[src/rtl/fft_band_level.sv]
// Folds FFT bins 1..512 into BAND_NUM bands (per-band peak) and converts each peak to a log2 bar height.
// Optional FFT_PEAK_DECAY_EN keeps a per-band held level so bars fall by at most one step per frame.
module fft_band_level #(
    parameter int BAND_NUM   = 8,
    parameter int BAND_SHIFT = 6,
    parameter int LEVEL_BASE = 16,
    parameter int LEVEL_MAX  = 8
) (
    input  logic                    data_in_clk,
    input  logic                    rst_n,
    input  logic [10:0]             fft_data_cnt,
    input  logic [63:0]             fft_data_amp,
    output logic [BAND_NUM*4-1:0]   band_level,
    output logic                    band_valid,
    output logic                    busy
);

    localparam int BAND_W = $clog2(BAND_NUM);
    localparam int IDX_W  = $clog2(BAND_NUM + 1);
    localparam int CNT_HI = (BAND_NUM << BAND_SHIFT) + 1;

    localparam logic [1:0] S_WAIT  = 2'd0;
    localparam logic [1:0] S_ACCUM = 2'd1;
    localparam logic [1:0] S_CONV  = 2'd2;

    logic [10:0]            s1_cnt_q;
    logic [63:0]            s1_amp_q;
    logic [1:0]             state_q, state_d;
    logic [IDX_W-1:0]       idx_q, idx_d;
    logic [63:0]            acc_q  [BAND_NUM];
    logic [63:0]            snap_q [BAND_NUM];
    logic [3:0]             stage_q [BAND_NUM];
    logic [3:0]             out_lvl [BAND_NUM];
    logic [BAND_NUM*4-1:0]  band_level_q, band_level_d;
    logic                   band_valid_q;

    logic                   s1_dc, s1_last, s1_in_range, frame_close, publish, conv_step;
    logic [BAND_W-1:0]      s1_band;
    logic [3:0]             conv_level;

    function automatic logic [3:0] amp_to_level(input logic [63:0] a);
        int m;
        int lvl;
        m = 0;
        for (int i = 0; i < 64; i++) begin
            if (a[i]) m = i;
        end
        if (a < (64'd1 << LEVEL_BASE)) begin
            lvl = 0;
        end else begin
            lvl = m - LEVEL_BASE + 1;
            if (lvl > LEVEL_MAX) lvl = LEVEL_MAX;
        end
        return 4'(lvl);
    endfunction

    always_ff @(posedge data_in_clk or negedge rst_n) begin
        if (!rst_n) begin
            s1_cnt_q <= '0;
            s1_amp_q <= '0;
        end else begin
            s1_cnt_q <= fft_data_cnt;
            s1_amp_q <= fft_data_amp;
        end
    end

    assign s1_dc       = (s1_cnt_q == 11'd1);
    assign s1_last     = (s1_cnt_q == 11'd1024);
    assign s1_in_range = (s1_cnt_q >= 11'd2) && (s1_cnt_q <= 11'(CNT_HI));
    assign s1_band     = BAND_W'((s1_cnt_q - 11'd2) >> BAND_SHIFT);
    assign frame_close = (state_q == S_ACCUM) && s1_last;
    assign conv_step   = (state_q == S_CONV) && (idx_q != IDX_W'(BAND_NUM));
    assign conv_level  = amp_to_level(snap_q[idx_q[BAND_W-1:0]]);

    // NOTE: every always_comb output gets a default first so no path leaves it unassigned (no latch).
    always_comb begin
        state_d = state_q;
        idx_d   = idx_q;
        publish = 1'b0;
        case (state_q)
            S_WAIT: begin
                if (s1_dc) state_d = S_ACCUM;
            end
            S_ACCUM: begin
                if (s1_last) begin
                    state_d = S_CONV;
                    idx_d   = '0;
                end
            end
            S_CONV: begin
                if (idx_q == IDX_W'(BAND_NUM)) begin
                    state_d = S_ACCUM;
                    publish = 1'b1;
                end else begin
                    idx_d = idx_q + 1'b1;
                end
            end
            default: state_d = S_WAIT;
        endcase
    end

    always_ff @(posedge data_in_clk or negedge rst_n) begin
        if (!rst_n) begin
            state_q <= S_WAIT;
            idx_q   <= '0;
        end else begin
            state_q <= state_d;
            idx_q   <= idx_d;
        end
    end

    // NOTE: the band arrays are few, small flops with defined reset values, so they are reset like any register.
    always_ff @(posedge data_in_clk or negedge rst_n) begin
        if (!rst_n) begin
            for (int i = 0; i < BAND_NUM; i++) acc_q[i] <= '0;
        end else if (s1_dc) begin
            for (int i = 0; i < BAND_NUM; i++) acc_q[i] <= '0;
        end else if ((state_q != S_WAIT) && s1_in_range && (s1_amp_q > acc_q[s1_band])) begin
            acc_q[s1_band] <= s1_amp_q;
        end
    end

    // Snapshot decouples conversion from accumulation so the next frame can start immediately.
    always_ff @(posedge data_in_clk or negedge rst_n) begin
        if (!rst_n) begin
            for (int i = 0; i < BAND_NUM; i++) snap_q[i] <= '0;
        end else if (frame_close) begin
            for (int i = 0; i < BAND_NUM; i++) snap_q[i] <= acc_q[i];
        end
    end

    always_ff @(posedge data_in_clk or negedge rst_n) begin
        if (!rst_n) begin
            for (int i = 0; i < BAND_NUM; i++) stage_q[i] <= '0;
        end else if (conv_step) begin
            stage_q[idx_q[BAND_W-1:0]] <= conv_level;
        end
    end

`ifdef FFT_PEAK_DECAY_EN
    logic [3:0] held_q [BAND_NUM];

    always_comb begin
        for (int k = 0; k < BAND_NUM; k++) begin
            out_lvl[k] = (held_q[k] == 4'd0) ? 4'd0 : held_q[k] - 4'd1;
            if (stage_q[k] > out_lvl[k]) out_lvl[k] = stage_q[k];
        end
    end

    always_ff @(posedge data_in_clk or negedge rst_n) begin
        if (!rst_n) begin
            for (int k = 0; k < BAND_NUM; k++) held_q[k] <= '0;
        end else if (publish) begin
            for (int k = 0; k < BAND_NUM; k++) held_q[k] <= out_lvl[k];
        end
    end
`else
    always_comb begin
        for (int k = 0; k < BAND_NUM; k++) out_lvl[k] = stage_q[k];
    end
`endif

    always_comb begin
        band_level_d = '0;
        for (int k = 0; k < BAND_NUM; k++) band_level_d[4*k +: 4] = out_lvl[k];
    end

    always_ff @(posedge data_in_clk or negedge rst_n) begin
        if (!rst_n) begin
            band_level_q <= '0;
            band_valid_q <= 1'b0;
        end else begin
            band_valid_q <= publish;
            if (publish) band_level_q <= band_level_d;
        end
    end

    assign band_level = band_level_q;
    assign band_valid = band_valid_q;
    assign busy       = (state_q == S_CONV);

endmodule

[config.mk]
export PLATFORM = sky130hd
export DESIGN_NAME = fft_band_level
export DESIGN_NICKNAME = d
export VERILOG_FILES = /design/src/rtl/fft_band_level.sv
export SDC_FILE = /design/constraint.sdc
export NUM_CORES = 2
export LEC_CHECK = 0
export BUFFER_PORTS_ARGS = -buffer_cell sky130_fd_sc_hd__buf_4
export CORE_MARGIN = 2
export CORE_UTILIZATION = 47
export DETAILED_ROUTE_END_ITERATION = 10
export HOLD_SLACK_MARGIN = 0.06
export PLACE_DENSITY = 0.68
export SYNTH_ARGS = -nofsm -noshare
export SYNTH_HDL_FRONTEND = slang
export SYNTH_SLANG_ARGS = --single-unit
[constraint.sdc]
create_clock -name data_in_clk -period 5.6 [get_ports data_in_clk]
set_input_delay 0.28 -clock data_in_clk [delete_from_list [all_inputs] [get_ports data_in_clk]]
set_output_delay 0.28 -clock data_in_clk [all_outputs]
set_load 0.05 [all_outputs]
==> impl_summary.log <==
INFO  metric antenna_found_initial = 2
INFO  metric floorplan.die.width = 343.5 um
INFO  metric first_global_vias = 43300
INFO  metric yosys_warnings = 0
INFO  metric worstPathMaxFanout = 16
INFO  metric mostFrequentLayoutCell = sky130_fd_sc_hd__nand2_1
INFO  metric avgSynthCellArea = 9.971 um2
INFO  metric clock-sinks = 1162
INFO  metric setup_slack_of_the_most_critical_reg_to_reg_path = -0.1 ns
INFO  metric insertedDiodeCount = 0
INFO  metric die_area = 118000 um2
INFO  metric drt_first_pass_iters = 8
INFO  metric number_of_enable_flip_flop_cells_after_synthesis = 0
INFO  metric final_min_period_over_clock_period = 101.7%
INFO  metric maxCapViolations = 0
INFO  metric core_area = 114300 um2
INFO  metric cts_root_buf = sky130_fd_sc_hd__clkbuf_16
INFO  metric finalCriticalPeriod = 5.696 ns
INFO  metric clockBufferDepth = 3
INFO  metric irDropWorstVdd = 0.3103 mV
INFO  metric grt.overflow.total = 0
INFO  metric route.detailed.vias_per_inst = 5.976
INFO  metric cts-buffers-inserted = 121
INFO  metric synth-async-reset-ratio = 100.0%
INFO  metric routed_antenna_nets = 0
INFO  metric element_type_at_the_critical_path_end = register
INFO  metric worst_path_max_delay_cell = sky130_fd_sc_hd__or4_4
INFO  metric number_of_fillers_in_the_final_layout = 9700
INFO  metric place_congestion = 0.9286
INFO  metric cts_htree_levels = 3
INFO  metric highest_clock_rate = 0.1755 GHz
INFO  metric mappedNetlistArea = 54170 um2
INFO  metric hpwl = 113400 um
INFO  metric worst_slew_margin_rel = 26.85%
INFO  metric timing.critical_path.required = 6.23 ns
INFO  metric finalNetCount = 5902
INFO  metric initialDrtViolationCount = 5108
INFO  metric grt_first_pass_wirelength = 265700 um
INFO  metric timing.critical_path.arrival = 6.33 ns
INFO  metric postSynthCellCount = 5433
INFO  metric dr_total_vias = 44040
INFO  metric largest_net_degree_at_the_start_of_global_routing = 211
INFO  metric setup_ws = -0.09646 ns
INFO  metric post_synthesis_to_final_layout_area_growth = 20.15%
INFO  metric port_buffers = 110
INFO  metric drc_violation_count_after_routing = 0
INFO  metric die_h = 343.5 um
INFO  metric clk_pin_slew = 0.06 ns
INFO  metric power_density = 276.4 nW/um2
INFO  metric synth_seq_area_share = 53.67%
INFO  metric synth_top_flop_cell = sky130_fd_sc_hd__dfrtp_1
INFO  metric violations = setup timing
INFO  metric p_leak = 35.24 nW
INFO  metric timing_worst_setup_path_type = register to register
INFO  metric clock_latency = 0.75 ns
INFO  metric cp_common_cell = sky130_fd_sc_hd__buf_6
INFO  metric routed_wire_length_per_instance = 24.07 um
INFO  metric final_core_utilization = 56.93%
INFO  metric worst-slew-pin-transition = 1.097 ns
INFO  metric unrepaired_setup_endpoints_after_global_routing = yes
INFO  metric timing.hold.worst.class = primary input to register
INFO  metric tritoncts = built
INFO  metric pin_count = 111
INFO  metric synthDistinctLibCells = 98
INFO  metric critPathLaunchType = register
INFO  metric rows = 124
INFO  metric groute.usage.overall = 29.31%
INFO  metric setup_viol_count_final = 149
INFO  metric cp_cell_sequence = or4_4, or3_4, mux2i_2, nor2b_4, buf_6, buf_4, a222oi_1, nand3_1, a21oi_1, ha_1, nor2b_1, o21ai_0, nand2b_1, a21oi_2, o21ai_1, a221o_1, a21o_4, o211ai_1, buf_6, buf_12, mux2i_1
INFO  metric final-hold-violation-count = 0
INFO  metric totalPowerFinal = 17.99 mW
INFO  metric layout.cells.most_common_list = 2149 x sky130_fd_sc_hd__nand2_1, 1159 x sky130_fd_sc_hd__dfrtp_1, 563 x sky130_fd_sc_hd__mux2i_1, 347 x sky130_fd_sc_hd__buf_4, 140 x sky130_fd_sc_hd__a22oi_1
INFO  metric routed_wl = 177400 um
INFO  metric finalMaxSlewViolations = 0
INFO  metric mappedNetlistNets = 5579
INFO  metric run_status = complete, but fails checks
INFO  metric drive_gt1_share = 15.59%
INFO  metric initial_core_util = 47.38%
INFO  metric finalClockSkew = 0.03839 ns
INFO  metric ys_seq_elements = 1162
INFO  metric slowest_delay = 0.59 ns
-- where the power goes --
group	internal (mW)	total, mW	switching [mW]
logic	0.271	0.781	0.510
registers	8.47	8.56	0.0888
clock network	5.13	8.65	3.52
total	13.9	18.0	4.12
-- area by class of cell --
cell class | count | area, um2 | share of cell area [%]
repair buffers | 563 | 5977 | 9.182
clock inverters | 55 | 764.5 | 1.174
clock buffers | 169 | 3500 | 5.376
well taps | 1512 | 1892 | 2.906
multi-input cells | 3838 | 23610 | 36.27
flip-flops and latches | 1162 | 29090 | 44.69
inverters | 70 | 262.8 | 0.4037
-- worst paths after layout --
kind | start | cells past startpoint | to
worst max-delay path | s1_cnt_q[3] | 21 | acc_q[60]
worst min-delay path | fft_data_amp[46] | 2 | s1_amp_q[46]
worst max register to register | s1_cnt_q[3] | 21 | acc_q[60]
worst min register to register | snap_q[492] | 2 | snap_q[492]
max in group asynchronous | rst_n | 3 | acc_q[223]
min in group asynchronous | rst_n | 2 | band_level_d[20]
-- state kept, by name, indices dropped and copies added, names as in the netlist --
| name | flops |
|---|---|
| band_level | 32 |
| idx_q | 4 |
| band_level_d | 32 |
| state_q | 2 |
| snap_q | 504 |
| s1_amp_q | 64 |
| s1_cnt_q | 11 |
| band_valid | 1 |
| acc_q | 512 |
-- Yosys cell counts (all sizes together) (53+ instances only) --
cell	instances	share of area [%]
a21oi	97	0.92
nand2	2150	15
ha	69	1.6
a222oi	65	1.2
clkbuf	262	1.8
inv	69	0.48
dfrtp	1162	54
nor2	53	0.37
mux4	56	2.3
buf	102	1.1
mux2i	572	11
mux2	77	1.6
nand3	87	0.81
a22oi	142	2.0
-- metrics by stage --
step	cells	cell area (um2)	setup TNS (ns)	hold slack [ns]	worst slack, ns
6_report	7369	65090	-4.316	0.1869	-0.09646
5_1_grt	7369	65090	-16.27	0.1759	-0.1161
4_1_cts	7327	64250	-0.02779	0.1584	-0.01472
3_5_place_dp	7017	58870	-208.46	0.3521	-0.5106
3_3_place_gp	7017	58870	-161.51	0.3546	-0.3962
2_1_floorplan	5433	54210	-12.31	-0.01559	-0.08800
-- repair_timing --
action / CTS / global route
gates cloned: 3 / 16
endpoints found under the hold margin: 139 / 0
hold buffers: 76 / 0
buffers inserted: 9 / 29
resized for setup: 45 / 73
pin swaps: 15 / 42
endpoints found under the setup margin: 512 / 521
-- routing by layer --
layer | part of all wire (%) | vias up | global-route usage, %
met5 | 0.015 | - | 0
met4 | 4.4 | 4 | 11.12
met3 | 9.8 | 462 | 5.432
met2 | 45 | 2236 | 45.27
met1 | 41 | 22180 | 41.23
li1 | - | 19160 | -
-- worst max-delay path, delay by kind of cell (launching register included) --
| kind | cells | cell delay [ns] |
|---|---|---|
| compound gates | 8 | 1.84 |
| simple gates | 6 | 1.58 |
| buf+inv | 4 | 1.02 |
| mux | 2 | 0.46 |
| flops | 1 | 0.37 |
| fa+ha+maj | 1 | 0.29 |
-- logic make-up after synthesis --
| logic type | after synthesis | share of synthesized area (%) |
|---|---|---|
| AND/OR/NAND/NOR | 2482 | 18.47 |
| flip-flops | 1162 | 53.67 |
| multiplexers | 705 | 14.53 |
| AO/OA/AOI/OAI | 578 | 8.273 |
| buffers and inverters | 434 | 3.409 |
| adder cells (fa/ha/maj) | 69 | 1.594 |
| XOR/XNOR | 3 | 0.04851 |
(Power assumes the default switching activity.)
